==> config.mk <==
export PLATFORM = sky130hd
export DESIGN_NAME = bcd_display_scanner
export DESIGN_NICKNAME = d
export VERILOG_FILES = /design/src/rtl/bcd_disp_pkg.sv /design/src/rtl/bcd_to_seg7.sv /design/src/rtl/bcd_display_scanner.sv
export SDC_FILE = /design/constraint.sdc
export NUM_CORES = 1
export LEC_CHECK = 0
export CORE_MARGIN = 8
export CORE_UTILIZATION = 53
export DETAILED_ROUTE_END_ITERATION = 7
export PLACE_DENSITY = 0.76
export SYNTH_ARGS = -nofsm -noshare
export SYNTH_HDL_FRONTEND = slang
export SYNTH_SLANG_ARGS = --single-unit
==> constraint.sdc <==
create_clock -name clk -period 3.2 [get_ports clk]
set_input_delay 0.64 -clock clk [delete_from_list [all_inputs] [get_ports clk]]
set_output_delay 0.64 -clock clk [all_outputs]
set_load 0.01 [all_outputs]
==> src/rtl/bcd_disp_pkg.sv <==
// rtl/bcd_disp_pkg.sv - shared constants and 7-segment glyph table for the BCD display scanner
package bcd_disp_pkg;

    localparam int NUM_DIGITS = 3;

    localparam logic [6:0] SEG_BLANK = 7'h00;
    localparam logic [6:0] SEG_DASH  = 7'h40;

    // Active-high {g,f,e,d,c,b,a}; non-decimal nibbles render as a dash.
    function automatic logic [6:0] seg7_glyph(input logic [3:0] nib);
        logic [6:0] pat;
        case (nib)
            4'd0:    pat = 7'h3F;
            4'd1:    pat = 7'h06;
            4'd2:    pat = 7'h5B;
            4'd3:    pat = 7'h4F;
            4'd4:    pat = 7'h66;
            4'd5:    pat = 7'h6D;
            4'd6:    pat = 7'h7D;
            4'd7:    pat = 7'h07;
            4'd8:    pat = 7'h7F;
            4'd9:    pat = 7'h6F;
            default: pat = SEG_DASH;
        endcase
        return pat;
    endfunction

endpackage

==> src/rtl/bcd_to_seg7.sv <==
// rtl/bcd_to_seg7.sv - combinational BCD nibble to active-high 7-segment pattern
module bcd_to_seg7
    import bcd_disp_pkg::*;
(
    input  logic [3:0] digit,
    input  logic       blank,
    output logic [6:0] pattern
);

    assign pattern = blank ? SEG_BLANK : seg7_glyph(digit);

endmodule

==> src/rtl/bcd_display_scanner.sv <==
// rtl/bcd_display_scanner.sv - double-buffered 3-digit multiplexed 7-segment scanner
module bcd_display_scanner
    import bcd_disp_pkg::*;
#(
    parameter int REFRESH_DIV    = 50000,
    parameter bit SEG_ACTIVE_LOW = 1'b1,
    parameter bit AN_ACTIVE_LOW  = 1'b1
) (
    input  logic        clk,
    input  logic        rst_n,
    input  logic [11:0] bcd_in,
    input  logic        in_valid,
    output logic        in_ready,
    input  logic        blank_lz,
    output logic [6:0]  seg,
    output logic [2:0]  an
);

    localparam int             CW       = (REFRESH_DIV > 1) ? $clog2(REFRESH_DIV) : 1;
    localparam logic [CW-1:0]  CNT_LAST = CW'(REFRESH_DIV - 1);
    localparam logic [1:0]     IDX_LAST = 2'(NUM_DIGITS - 1);

    logic [CW-1:0] cnt;
    logic [1:0]    idx;
    logic          pend;
    logic [11:0]   pbuf;
    logic [11:0]   dreg;

    logic          tick;
    logic          frame_end;
    logic [3:0]    cur_digit;
    logic          cur_blank;
    logic [6:0]    cur_pattern;
    logic [2:0]    an_next;

    assign tick      = (cnt == CNT_LAST);
    assign frame_end = tick && (idx == IDX_LAST);
    assign in_ready  = ~pend;

    always_ff @(posedge clk) begin
        if (!rst_n) begin
            cnt <= '0;
            idx <= '0;
        end else begin
            cnt <= tick ? '0 : cnt + 1'b1;
            if (tick) begin
                idx <= frame_end ? 2'd0 : idx + 2'd1;
            end
        end
    end

    // Commit only at a frame boundary; in_ready is low then, so commit and accept never collide.
    always_ff @(posedge clk) begin
        if (!rst_n) begin
            pend <= 1'b0;
            pbuf <= 12'h000;
            dreg <= 12'h000;
        end else if (frame_end && pend) begin
            dreg <= pbuf;
            pend <= 1'b0;
        end else if (in_valid && !pend) begin
            pbuf <= bcd_in;
            pend <= 1'b1;
        end
    end

    always_comb begin
        cur_digit = dreg[3:0];
        cur_blank = 1'b0;
        an_next   = 3'b001;
        case (idx)
            2'd0: begin
                cur_digit = dreg[3:0];
                an_next   = 3'b001;
            end
            2'd1: begin
                cur_digit = dreg[7:4];
                cur_blank = blank_lz && (dreg[11:4] == 8'h00);
                an_next   = 3'b010;
            end
            default: begin
                cur_digit = dreg[11:8];
                cur_blank = blank_lz && (dreg[11:8] == 4'h0);
                an_next   = 3'b100;
            end
        endcase
    end

    bcd_to_seg7 u_dec (
        .digit   (cur_digit),
        .blank   (cur_blank),
        .pattern (cur_pattern)
    );

    // Reset value is "all off" at the physical polarity.
    always_ff @(posedge clk) begin
        if (!rst_n) begin
            seg <= {7{SEG_ACTIVE_LOW}};
            an  <= {3{AN_ACTIVE_LOW}};
        end else begin
            seg <= cur_pattern ^ {7{SEG_ACTIVE_LOW}};
            an  <= an_next ^ {3{AN_ACTIVE_LOW}};
        end
    end

endmodule

# --- Word-level counts from Yosys, hierarchy flattened ---
# Memory sizes are Yosys's and may differ from the RTL's.
# Index checks and enable logic that the tools add are counted.
word_totals:
  register_bits: 53
  latch_bits: 0
  ramBits: 0
  romBits: 112
  input_bits: 16
  output_inout_bits: 11
  n_memories: 1
memory_table:
  columns: ["memory", "depth", "word_bits", "rd", "rd_ports_with_merged_regs", "write_ports", "line", "text"]
  rows:
  - ["(name not given)", 16, 7, 1, 0, 0, "bcd_disp_pkg.sv:12", "case (nib)"]
classes:
  addsub: 2
  mul: 0
  div: 0
  n_lt_le_gt_ge: 0
  eq_ne: 3
  shift: 0
  mux: 5
  n_bitwise: 5
  reduce_logical: 12
op_table:
  columns: ["cell", "count"]
  rows:
  - ["16-bit by 1-bit adder with 16-bit output, second input constant", 1]
  - ["16-bit == test, second input constant", 1]
  - ["8-bit zero test", 1]
  - ["4-bit one-hot mux with 2 select lines", 1]
  - ["7-bit two-way mux", 1]
  - ["7-bit inverter", 1]
  - ["3-bit one-hot mux with 2 select lines", 1]
  - ["1-bit logical AND", 5]
  - ["4-bit zero test", 1]
  - ["2-bit OR reduction", 2]
  - ["1-bit inverter", 3]
  - ["3-bit inverter", 1]
  - ["2-bit by 1-bit adder with 2-bit output, second input constant", 1]
  - ["2-bit by 1-bit == test with 1-bit output, second input constant", 1]
  - ["2-bit == test, second input constant", 1]
  - ["2-bit zero test", 1]
  - ["2-bit two-way mux", 1]
  - ["1-bit one-hot mux with 2 select lines", 1]
  - ["2-bit AND reduction", 1]
  - ["1-bit zero test", 1]

# --- Depth between registers and ports, before layout ---
logic_depth:
  word_depth: 5
  depth_mapped: 10
  ltp_nobuf: 9

# --- Cells and area by module ---
# Synthesis repeated with hierarchy kept, for this count alone.
unflattened:
  cells_unflattened: 272
  area_unflattened_um2: 2314.7
by_module_without_submodules:
  columns: ["module", "instances", "cells_per_inst", "area_per_inst_um2", "seq_area_each_um2"]
  rows:
  - ["bcd_display_scanner", 1, 239, 2099.5, 1061.0]
  - ["bcd_to_seg7", 1, 33, 215.2, 0.0]

# --- Worst setup path before layout ---
# OpenSTA, ideal clock, no wires.
synth_path:
  path_type: "register to register"
  startpoint: "reg idx[0]"
  endpoint: "reg seg[5]"
  setup_ns: 0.074
  arrival_ns: 1.801
  setup_slack_ns: 1.324
  path_stages_with_launch: 10
  n_path_buf: 1
  path_cell_list: "dfxtp_1 > buf_6 > mux2i_1 > o21ai_0 > inv_1 > ha_1 > a211o_1 > a21oi_1 > a211oi_1 > o21ai_0"
synth_via:
  elab_chain_len: 5
  word_cells_on_any_way: 7
  cone_classes: "eq/ne: 1; mux: 3; bitwise: 1; reduce/logical: 1; memory: 1"
synth_rtl:
  columns: ["item", "line", "text"]
  rows:
  - ["from (decl)", "bcd_display_scanner.sv:24", "logic [1:0] idx;"]
  - ["from (signal assigned)", "bcd_display_scanner.sv:47", "idx <= frame_end ? 2'd0 : idx + 2'd1;"]
  - ["2-bit by 1-bit == test with 1-bit output / 2-bit zero test (equally long branches)", "bcd_display_scanner.sv:71", "case (idx)"]
  - ["4-bit one-hot mux with 2 select lines", "bcd_display_scanner.sv:71", null]
  - ["memory read 16 x 7 bit", null, null]
  - ["7-bit two-way mux *", "bcd_to_seg7.sv:10", "assign pattern = blank ? SEG_BLANK : seg7_glyph(digit);"]
  - ["7-bit inverter (no source line) *", null, null]
  - ["to (signal assigned)", "bcd_display_scanner.sv:98", "seg <= {7{SEG_ACTIVE_LOW}};"]
  - ["to (signal assigned)", "bcd_display_scanner.sv:101", "seg <= cur_pattern ^ {7{SEG_ACTIVE_LOW}};"]
  - ["to (decl)", "bcd_display_scanner.sv:15", "output logic [6:0] seg,"]
# Every way passes the cells marked *; elsewhere a longest branch is shown, timed or not.
# A chain may end at the register's enable or synchronous reset.

# --- Final worst setup path ---
# Ends and elaborated chain as after synthesis.

==> impl_metrics.yaml <==
outcome:
  status: "finished, final reports clean"
synth:
  ys.flop_type: "dfxtp_1"
  synth_cells: 261
  synth-seq-cells: 53
  yosysWarnings: 0
  synthTopCellsByArea: "dfxtp_1, mux2i_1, nand2_1"
  synth_nets: 283
  synth-simple-area-share: 0.2523
  synthMuxAreaShare: 0.07260
  async_flop_share: 0
  synth-edff-count: 0
  synth_compound_area_frac: 0.1023
  syn_avg_cell_area_um2: 9.046
  synth_xor_area_frac: 0.05193
  synth_top_family_by_area: "simple AND/OR/NAND/NOR gates"
  syn_area_mm2: 0.002361
  ys_types: 38
  synthAdderAreaFrac: 0.03180
  synth.top_cell.area_share: 0.4494
  synth-seq-area-share: 0.4494
  post-synth-top-area-cell: "dfxtp_1"
floorplanning:
  io_pins: 27
  die_h_um: 82.75
  start_util: 0.5460
  core-area_mm2: 0.004324
  die_area_mm2: 0.006847
  die_x_um: 82.75
  rows: 24
clock_tree:
  clockBufferDepth: 2
  cts_resized: 0
  ctsHoldBuffers: 0
  cts.clk_slew.worst_paths_ns: 0.09
  h-tree-depth: 2
  numCtsBuffers: 5
  clock_latency_ns: 0.30
  post_cts_buffers: 0
  clock-root-buffer: "clkbuf_8"
  cts.sinks: 53
  cts_tree: "yes"
grt:
  grt_usage: 0.1335
  grt_max_degree: 26
  grt_pass1_wl_um: 7203
  grt_pass1_vias: 1627
  grt-ovfl-total: 0
  antenna_found_initial: 0
placement:
  io_buffers: 26
  gp_congestion: 0.8444
  post-dp-hpwl_um: 3127
sta:
  rsz0062_at_grt: "false"
  final.setup.tns_ns: 0
  finalCriticalPeriod_ns: 2.427
  fin_crit_sh: 0.7586
  setup_viol: 0
  hold_viol: 0
  tightest_slew_ns: 0.7693
  hold_ws_ns: 0.4653
  slew_headroom: 0.4861
  clock_skew_ns: 0.007965
  fmax_mhz: 412.0
  drv_slew: 0
pwr:
  leakage_nw: 0.9629
  p_comb_frac: 0.059
  ir_drop_uv: 286.4
  switchingPower_uw: 245.3
  p_int_uw: 944.3
  power.density_mw_per_mm2: 434.5
  power_frac_seq: 0.576
  clkPwrFrac: 0.365
  swShare: 0.2062
route:
  final_antenna_net_count: 0
  wirelength_um: 4205
  firstDrtPassIters: 6
  drc: 0
  vias_per_cell: 5.140
  wl_per_cell_um: 12.51
  vias: 1727
  drt_iter0_markers: 104
worst_setup_path:
  startpoint_type: "flop"
  crit_path_max_incr_delay_ns: 0.70
  reg2reg_from: "idx[0]$_SDFFE_PN0N_"
  crit_family: "compound AO/OA/AOI/OAI gates"
  critPathKind: "reg -> reg"
  cp_num_buf_inv: 1
  crit_path_end_kind: "flop"
  worstPathMaxFanout: 15
  cp_common_cell: "o21ai_0"
  startpoint: "idx[0]$_SDFFE_PN0N_"
  path_cells: "mux2i_1, o21ai_0, inv_1, ha_1, a211o_1, a21oi_1, a211oi_1, o21ai_0"
  worst_path_max_delay_cell: "dfxtp_1"
  required_ns: 3.43
  cp.arrival_ns: 2.66
layout:
  final_layout_size_suffix_gt1_frac: 0.05282
  antenna_cells: 0
  syn2layout_area_growth_pct: 15.95
  final_nets: 306
  fin_util: 0.6331
  n_fill_cell: 402
min_path:
  hold_start: "pbuf[2]$_SDFFE_PN0P_"
  min-delay-path-class: "reg -> reg"
run:
  cap_violations: 0
==> state kept, by name, indices dropped and copies added, names as in the netlist <==
register	flops
seg	7
pend	1
pbuf	12
cnt	16
idx	2
dreg	12
an	3
==> cell usage in the layout (no fill, tap or decap), drive strengths merged <==
master	count
xor2	7
o21a	1
nand3b	2
o21ai	13
nor2b	16
clkbuf	5
clkdlybuf4s50	26
bufinv	1
and3	4
mux2i	16
clkinv	1
dfxtp	53
or3b	1
nor3	2
and4bb	2
or4	1
inv	9
a211o	1
o31ai	2
nor2	28
a211oi	3
nor4b	1
ha	6
or3	1
nand2	40
nand4	5
and2	1
xnor2	7
nor3b	1
nand3	4
a21boi	13
mux2	1
a21oi	5
buf	1
nor4	2
nand2b	2
==> final timing paths <==
check / to / slack [ns] / cells past startpoint
max: seg[5]$_SDFF_PN1_ / 0.77 / 8
min: pbuf[2]$_SDFFE_PN0P_ / 0.47 / 2
max reg2reg: seg[5]$_SDFF_PN1_ / 0.77 / 8
min reg2reg: pbuf[2]$_SDFFE_PN0P_ / 0.47 / 2
==> final cells by class <==
| cell class | count | area, um^2 | share of cell area |
|---|---|---|---|
| clock buffers | 5 | 68.82 | 0.02514 |
| clock inverters | 2 | 35.03 | 0.01280 |
| inverters | 9 | 33.78 | 0.01234 |
| multi-input cells | 188 | 1206 | 0.4406 |
| flip-flops and latches | 53 | 1061 | 0.3876 |
| well taps | 52 | 65.06 | 0.02377 |
| repair buffers | 27 | 267.8 | 0.09781 |
==> per-stage QoR <==
step           setup slack [ns]  total power [mW]  area [um^2]  cells
5_1_grt                  0.5003             1.232         2738    336
4_1_cts                  0.7823             1.201         2738    336
6_report                 0.7726             1.190         2738    336
3_5_place_dp             0.8180            0.7726         2634    329
3_3_place_gp             0.9260            0.7708         2634    329
2_1_floorplan             1.324            0.7337         2361    261
==> routing by layer <==
metal / wire (um) / global-route usage / share of wire / up-vias
met4: 74 / 0.05172 / 0.018 / 0
met5: 0 / 0 / 0 / -
met3: 143 / 0.04329 / 0.034 / 7
met1: 2064 / 0.1688 / 0.49 / 777
li1: - / - / - / 917
met2: 1923 / 0.2059 / 0.46 / 26
==> worst min-delay path: stages, from the launching register on <==
cell and delay (ns):
dfxtp_1 0.32, nand2_1 0.05, a21boi_0 0.06
==> power groups by stage <==
stage | Combinational (mW) | Sequential, mW | Clock, mW
global route | 0.0778 | 0.688 | 0.466
finish | 0.0696 | 0.686 | 0.434
floorplan | 0.0320 | 0.702 | 0
global placement | 0.0700 | 0.701 | 0
CTS | 0.0712 | 0.686 | 0.444
detailed placement | 0.0710 | 0.702 | 0
==> synthesized netlist by cell type (2+ instances only) <==
master,count
dfxtp_1,53
nand2_1,40
nor2_1,28
mux2i_1,16
nor2b_1,16
a21boi_0,13
o21ai_0,11
clkbuf_1,9
inv_1,9
xnor2_1,7
xor2_1,7
ha_1,6
a21oi_1,5
nand3_1,4
nand4_1,4
a211oi_1,3
and3_1,3
and4bb_1,2
nand2b_1,2
nand3b_1,2
nor4_1,2
o21ai_1,2
o31ai_1,2
==> logic make-up (layout without fill, tap and decap cells) <==
family,Yosys count,in the layout
compound gates,38,38
xor+xnor,14,14
fa+ha+maj,6,6
buf+inv,20,43
flops,53,53
mux,17,17
simple gates,113,113
Note: power is estimated with default switching activity, not from simulation.
